[src/rtl/timer_pkg.sv]
// ============================================================================
//  timer_pkg : shared state encoding, mode constants and prescaler sizing
//  Revision  : 1.0
// ============================================================================
`default_nettype none

package timer_pkg;

    typedef enum logic [0:0] {
        IDLE = 1'b0,
        RUN  = 1'b1
    } state_e;

    localparam logic MODE_ONESHOT  = 1'b0;
    localparam logic MODE_PERIODIC = 1'b1;

    function automatic int presc_calc(input int clk_hz, input int tick_hz);
        return (tick_hz > 0) ? (clk_hz / tick_hz) : 0;
    endfunction

    // A 2-count prescaler still needs one bit, so clamp the width at 1.
    function automatic int presc_width(input int presc);
        return (presc < 2) ? 1 : $clog2(presc);
    endfunction

endpackage

`default_nettype wire

[src/rtl/tick_prescaler.sv]
// ============================================================================
//  tick_prescaler : free-running 0..PRESC-1 counter with tick and square wave
//  Revision       : 1.0
// ============================================================================
`default_nettype none

module tick_prescaler
    import timer_pkg::*;
#(
    parameter int PRESC = 10
) (
    input  logic clk_50MHz,
    input  logic res,
    input  logic sync_clr,
    output logic tick,
    output logic clk_1Hz
);

    localparam int            CNT_W  = presc_width(PRESC);
    localparam logic [CNT_W-1:0] C_LAST = CNT_W'(PRESC - 1);
    localparam logic [CNT_W-1:0] C_HALF = CNT_W'(PRESC / 2);

    logic [CNT_W-1:0] cnt_q;
    logic [CNT_W-1:0] cnt_d;

    always_comb begin
        cnt_d = cnt_q + CNT_W'(1);
        if (sync_clr || (cnt_q == C_LAST)) begin
            cnt_d = '0;
        end
    end

    always_ff @(posedge clk_50MHz or posedge res) begin
        if (res) begin
            cnt_q <= '0;
        end else begin
            cnt_q <= cnt_d;
        end
    end

    // Both outputs are pure decodes of the count register.
    assign tick    = (cnt_q == C_LAST);
    assign clk_1Hz = (cnt_q < C_HALF);

endmodule

`default_nettype wire

[src/rtl/tick_timer.sv]
// ============================================================================
//  tick_timer : programmable prescaler plus loadable one-shot/periodic countdown
//  Revision   : 1.0
// ============================================================================
`default_nettype none

module tick_timer
    import timer_pkg::*;
#(
    parameter int CLK_HZ  = 50_000_000,
    parameter int TICK_HZ = 1,
    parameter int SEC_W   = 8
) (
    input  logic             clk_50MHz,
    input  logic             res,
    input  logic             start,
    input  logic             stop,
    input  logic             mode,
    input  logic [SEC_W-1:0] load_val,
    output logic             tick,
    output logic             clk_1Hz,
    output logic [SEC_W-1:0] remaining,
    output logic             busy,
    output logic             done
);

    localparam int PRESC = presc_calc(CLK_HZ, TICK_HZ);

    generate
        if ((TICK_HZ <= 0) || ((CLK_HZ % TICK_HZ) != 0) || (PRESC < 2)) begin : g_bad_presc
            $error("tick_timer: CLK_HZ/TICK_HZ must be an integer >= 2");
        end
    endgenerate

    state_e           state_q;
    logic [SEC_W-1:0] remaining_q;
    logic [SEC_W-1:0] load_q;
    logic             mode_q;
    logic             busy_q;
    logic             done_q;
    logic             sync_clr;

    // stop outranks start, so a start that collides with stop must not
    // disturb the prescaler phase.
    assign sync_clr = start && !stop;

    tick_prescaler #(
        .PRESC (PRESC)
    ) u_prescaler (
        .clk_50MHz (clk_50MHz),
        .res       (res),
        .sync_clr  (sync_clr),
        .tick      (tick),
        .clk_1Hz   (clk_1Hz)
    );

    always_ff @(posedge clk_50MHz or posedge res) begin
        if (res) begin
            state_q     <= IDLE;
            remaining_q <= '0;
            load_q      <= '0;
            mode_q      <= MODE_ONESHOT;
            busy_q      <= 1'b0;
            done_q      <= 1'b0;
        end else begin
            done_q <= 1'b0;
            if (stop) begin
                state_q     <= IDLE;
                remaining_q <= '0;
                busy_q      <= 1'b0;
            end else if (start) begin
                load_q <= load_val;
                mode_q <= mode;
                if (load_val == '0) begin
                    state_q     <= IDLE;
                    remaining_q <= '0;
                    busy_q      <= 1'b0;
                    done_q      <= 1'b1;
                end else begin
                    state_q     <= RUN;
                    remaining_q <= load_val;
                    busy_q      <= 1'b1;
                end
            end else if ((state_q == RUN) && tick) begin
                if (remaining_q > SEC_W'(1)) begin
                    remaining_q <= remaining_q - SEC_W'(1);
                end else if (mode_q == MODE_PERIODIC) begin
                    remaining_q <= load_q;
                    done_q      <= 1'b1;
                end else begin
                    state_q     <= IDLE;
                    remaining_q <= '0;
                    busy_q      <= 1'b0;
                    done_q      <= 1'b1;
                end
            end
        end
    end

    assign remaining = remaining_q;
    assign busy      = busy_q;
    assign done      = done_q;

endmodule

`default_nettype wire

[config.mk]
export PLATFORM = sky130hd
export DESIGN_NAME = tick_timer
export DESIGN_NICKNAME = d
export VERILOG_FILES = /design/src/rtl/timer_pkg.sv /design/src/rtl/tick_prescaler.sv /design/src/rtl/tick_timer.sv
export SDC_FILE = /design/constraint.sdc
export NUM_CORES = 1
export LEC_CHECK = 0
export CELL_PAD_IN_SITES_DETAIL_PLACEMENT = 0
export CELL_PAD_IN_SITES_GLOBAL_PLACEMENT = 1
export CORE_MARGIN = 1
export CORE_UTILIZATION = 44
export CTS_CLUSTER_DIAMETER = 40
export DETAILED_ROUTE_END_ITERATION = 16
export PLACE_DENSITY = 0.88
export SLEW_MARGIN = 40
export SYNTH_ARGS = -nofsm -noshare
export SYNTH_HDL_FRONTEND = slang
export SYNTH_SLANG_ARGS = --single-unit
[constraint.sdc]
create_clock -name clk_50MHz -period 3.58 [get_ports clk_50MHz]
set_clock_uncertainty 0.2 [all_clocks]
set_input_delay 1.074 -clock clk_50MHz [delete_from_list [all_inputs] [get_ports clk_50MHz]]
set_output_delay 1.074 -clock clk_50MHz [all_outputs]
set_load 0.01 [all_outputs]
==> results.py <==
metrics = {
    "routing": {
        "drt_iter0_drc": 183,
        "wl_um": 5560,
        "drcViolationCount": 0,
        "vias": 1974,
        "routedWlPerCell_um": 15.2,
        "ant_nets": 0,
        "vias_per_cell": 5.38,
        "drtPass1Iterations": 4,
    },
    "synthesis": {
        "synth_ff_type": "dfrtp_1",
        "async_flop_share": 1.00,
        "syn_nets": 279,
        "synth_area_um2": 2470,
        "ys_ff_latch": 45,
        "synth_edf_count": 0,
        "yosysWarnings": 0,
        "syn_area_per_cell_um2": 9.41,
        "ys_types": 42,
        "seq_area_frac_synth": 0.455,
        "synth_cells": 263,
    },
    "die": {
        "io_pins": 25,
        "rows": 26,
        "fp.coreArea_um2": 5270,
        "dieArea_um2": 5930,
        "die_w_um": 77,
        "die_height_um": 77,
        "start_util": 0.470,
    },
    "global_route": {
        "grt_pass1_wl_um": 9560,
        "grt_pass1_vias": 1907,
        "antenna_found_initial": 0,
        "grt.overflow.total": 0,
        "grt_usage": 0.209,
        "grt_max_degree": 24,
    },
    "place": {
        "place_hpwl_um": 3880,
        "gp_congestion": 0.819,
        "port_buffers": 24,
        "dp.cells": 355,
        "placed_area_um2": 2830,
    },
    "worst_setup_path": {
        "worst_setup_path_start_kind": "flip-flop",
        "worstPathMaxFanout": 3,
        "r2r_slack_ps": 1060,
        "endpoint_kind": "output pin",
        "worstPathArrival_ps": 2250,
        "timing.rr.start": "u_prescaler.cnt_q[11]$_DFF_PP0_",
        "r2r.worst_path.cells": 5,
        "crit_type": "reg2out",
        "critical_path_required_ps": 2310,
        "rr_endpoint": "remaining[5]$_DFFE_PP0P_",
    },
    "final_layout": {
        "final_common_cell": "dfrtp_1",
        "antenna_cells": 0,
        "final_layout_size_suffix_gt1_frac": 0.121,
        "fillers": 479,
        "nNetsFinal": 312,
        "area_growth_pct": 19.8,
        "final_cells": 367,
        "fin_area_um2": 2970,
        "final_cell_mix": "dfrtp_1 (45), nand2_1 (42), nor2_1 (40), clkdlybuf4s50_1 (22), xnor2_1 (17)",
    },
    "sta": {
        "finalCriticalPeriod_ps": 3520,
        "timing.fmax_mhz": 284,
        "final_max_slew_viol_count": 0,
        "slew_headroom": 0.518,
        "worst_pin_slew_ps": 717,
        "final_hold_viol_count": 0,
        "rsz0062_at_grt": "yes",
        "setup_viol": 0,
        "timing.final.crit_share": 0.983,
    },
    "min_path": {
        "min_path_type": "reg2reg",
        "hold_path_end": "load_q[7]$_DFFE_PP0P_",
        "whs_path_depth": 2,
        "hold_start": "load_q[7]$_DFFE_PP0P_",
    },
    "clocking": {
        "cts_hold_buf": 0,
        "clock_sinks": 45,
        "cts_buffers": 5,
        "cts_root_buf": "clkbuf_8",
        "cts.reportedPaths.clkPinSlew_ps": 80,
        "cts_tree": "built",
        "clk_path_buf_depth": 2,
        "clock_latency_ps": 300,
        "cts_max_level": 2,
    },
    "power_and_ir_drop": {
        "power_density_nw_per_um2": 366,
        "p_leak_nw": 1.32,
        "peakVddDrop_v": 0.000213,
    },
    "outcome": {
        "status": "complete, no violations",
    },
    "run": {
        "drv_cap": 0,
    },
}
==> how the worst max path moves through the flow <==
stage / start / endpoint / slack, ps / cells past startpoint
after global routing: u_prescaler.cnt_q[10]$_DFF_PP0_ / clk_1Hz / -4 / 6
after floorplan: u_prescaler.cnt_q[10]$_DFF_PP0_ / clk_1Hz / 620 / 5
after detailed placement: u_prescaler.cnt_q[9]$_DFF_PP0_ / clk_1Hz / 90 / 6
final: u_prescaler.cnt_q[10]$_DFF_PP0_ / clk_1Hz / 60 / 6
after global placement: u_prescaler.cnt_q[9]$_DFF_PP0_ / clk_1Hz / 120 / 6
after CTS: u_prescaler.cnt_q[11]$_DFF_PP0_ / tick / 10 / 4
==> routing by layer <==
metal / up-vias / routed length (um) / track usage
li1: 988 / - / -
met1: 935 / 2650 / 0.298
met2: 44 / 2600 / 0.319
met3: 7 / 237 / 0.0405
met4: 0 / 77 / 0.0698
met5: - / 0 / 0
==> cell usage after synthesis, types with 3 or more instances <==
| library cell | count | share of area |
|---|---|---|
| or4_1 | 3 | 0.0091 |
| and4_1 | 3 | 0.011 |
| a211oi_2 | 3 | 0.015 |
| xor2_1 | 10 | 0.035 |
| nor4_1 | 8 | 0.020 |
| a211o_1 | 3 | 0.011 |
| buf_2 | 3 | 0.0061 |
| dfrtp_1 | 45 | 0.46 |
| o41ai_2 | 4 | 0.026 |
| ha_1 | 3 | 0.015 |
| nor2_1 | 40 | 0.061 |
| a21oi_1 | 9 | 0.018 |
| a311oi_1 | 3 | 0.011 |
| nor3_1 | 8 | 0.016 |
| nand2_1 | 42 | 0.064 |
| nor3b_1 | 3 | 0.0091 |
| and3_1 | 7 | 0.018 |
| clkbuf_1 | 6 | 0.0091 |
| nand3_1 | 13 | 0.026 |
| inv_1 | 5 | 0.0076 |
| xnor2_1 | 17 | 0.060 |
==> power by group <==
group,switching (mW),internal (mW),leakage [nW]
logic,0.0843,0.0744,0.661
clock network,0.167,0.174,0.0542
registers,0.0432,0.543,0.602
==> final cells by class <==
cell class              count  area (um^2)  share of cell area
flip-flops and latches     45         1130               0.380
repair buffers             36          344               0.116
multi-input cells         203         1290               0.434
clock inverters             1         5.00             0.00169
clock buffers               7         96.3              0.0325
well taps                  70         87.6              0.0295
inverters                   5         18.8             0.00633
==> through the flow <==
stage / utilization / setup slack, ps / total power, mW / setup TNS (ps) / hold WS [ps]
after floorplan: - / 625 / 0.689 / 0 / 238
after global placement: 0.536 / 117 / 0.752 / 0 / 253
after detailed placement: 0.536 / 93.0 / 0.754 / 0 / 257
after CTS: 0.558 / 10.2 / 1.10 / 0 / 278
after global routing: 0.563 / -3.88 / 1.15 / -3.88 / 315
final: 0.563 / 59.4 / 1.09 / 0 / 275
==> critical path, stage by stage, from the launching register on <==
cell	delay (ps)
dfrtp_1	390
or4_4	580
o211a_1	220
o21a_1	160
o2111ai_1	160
and3b_1	170
dlygate4sd2_1	260
==> kinds of logic after synthesis <==
logic type / Yosys count / synth area share
DFF: 45 / 0.455
AOI/OAI and AO/OA: 29 / 0.105
buffers and inverters: 15 / 0.0273
adders and majority gates: 3 / 0.0152
xor gates and xnor gates: 27 / 0.0955
and+or+nand+nor: 141 / 0.289
muxes: 3 / 0.0126
==> state kept, by name (all words and copies together) (netlist names) <==
register,cells
load_q,8
u_prescaler.cnt_q,26
busy,1
remaining,8
mode_q,1
done,1
==> repair_timing <==
action / 4_1_cts / 5_1_grt
endpoints found under the hold margin: 0 / 0
gates cloned: 0 / 0
buffers inserted: 2 / 2
gates resized for setup: 1 / 2
setup endpoints to repair: 1 / 1
Power figures use the tool's default switching activity.
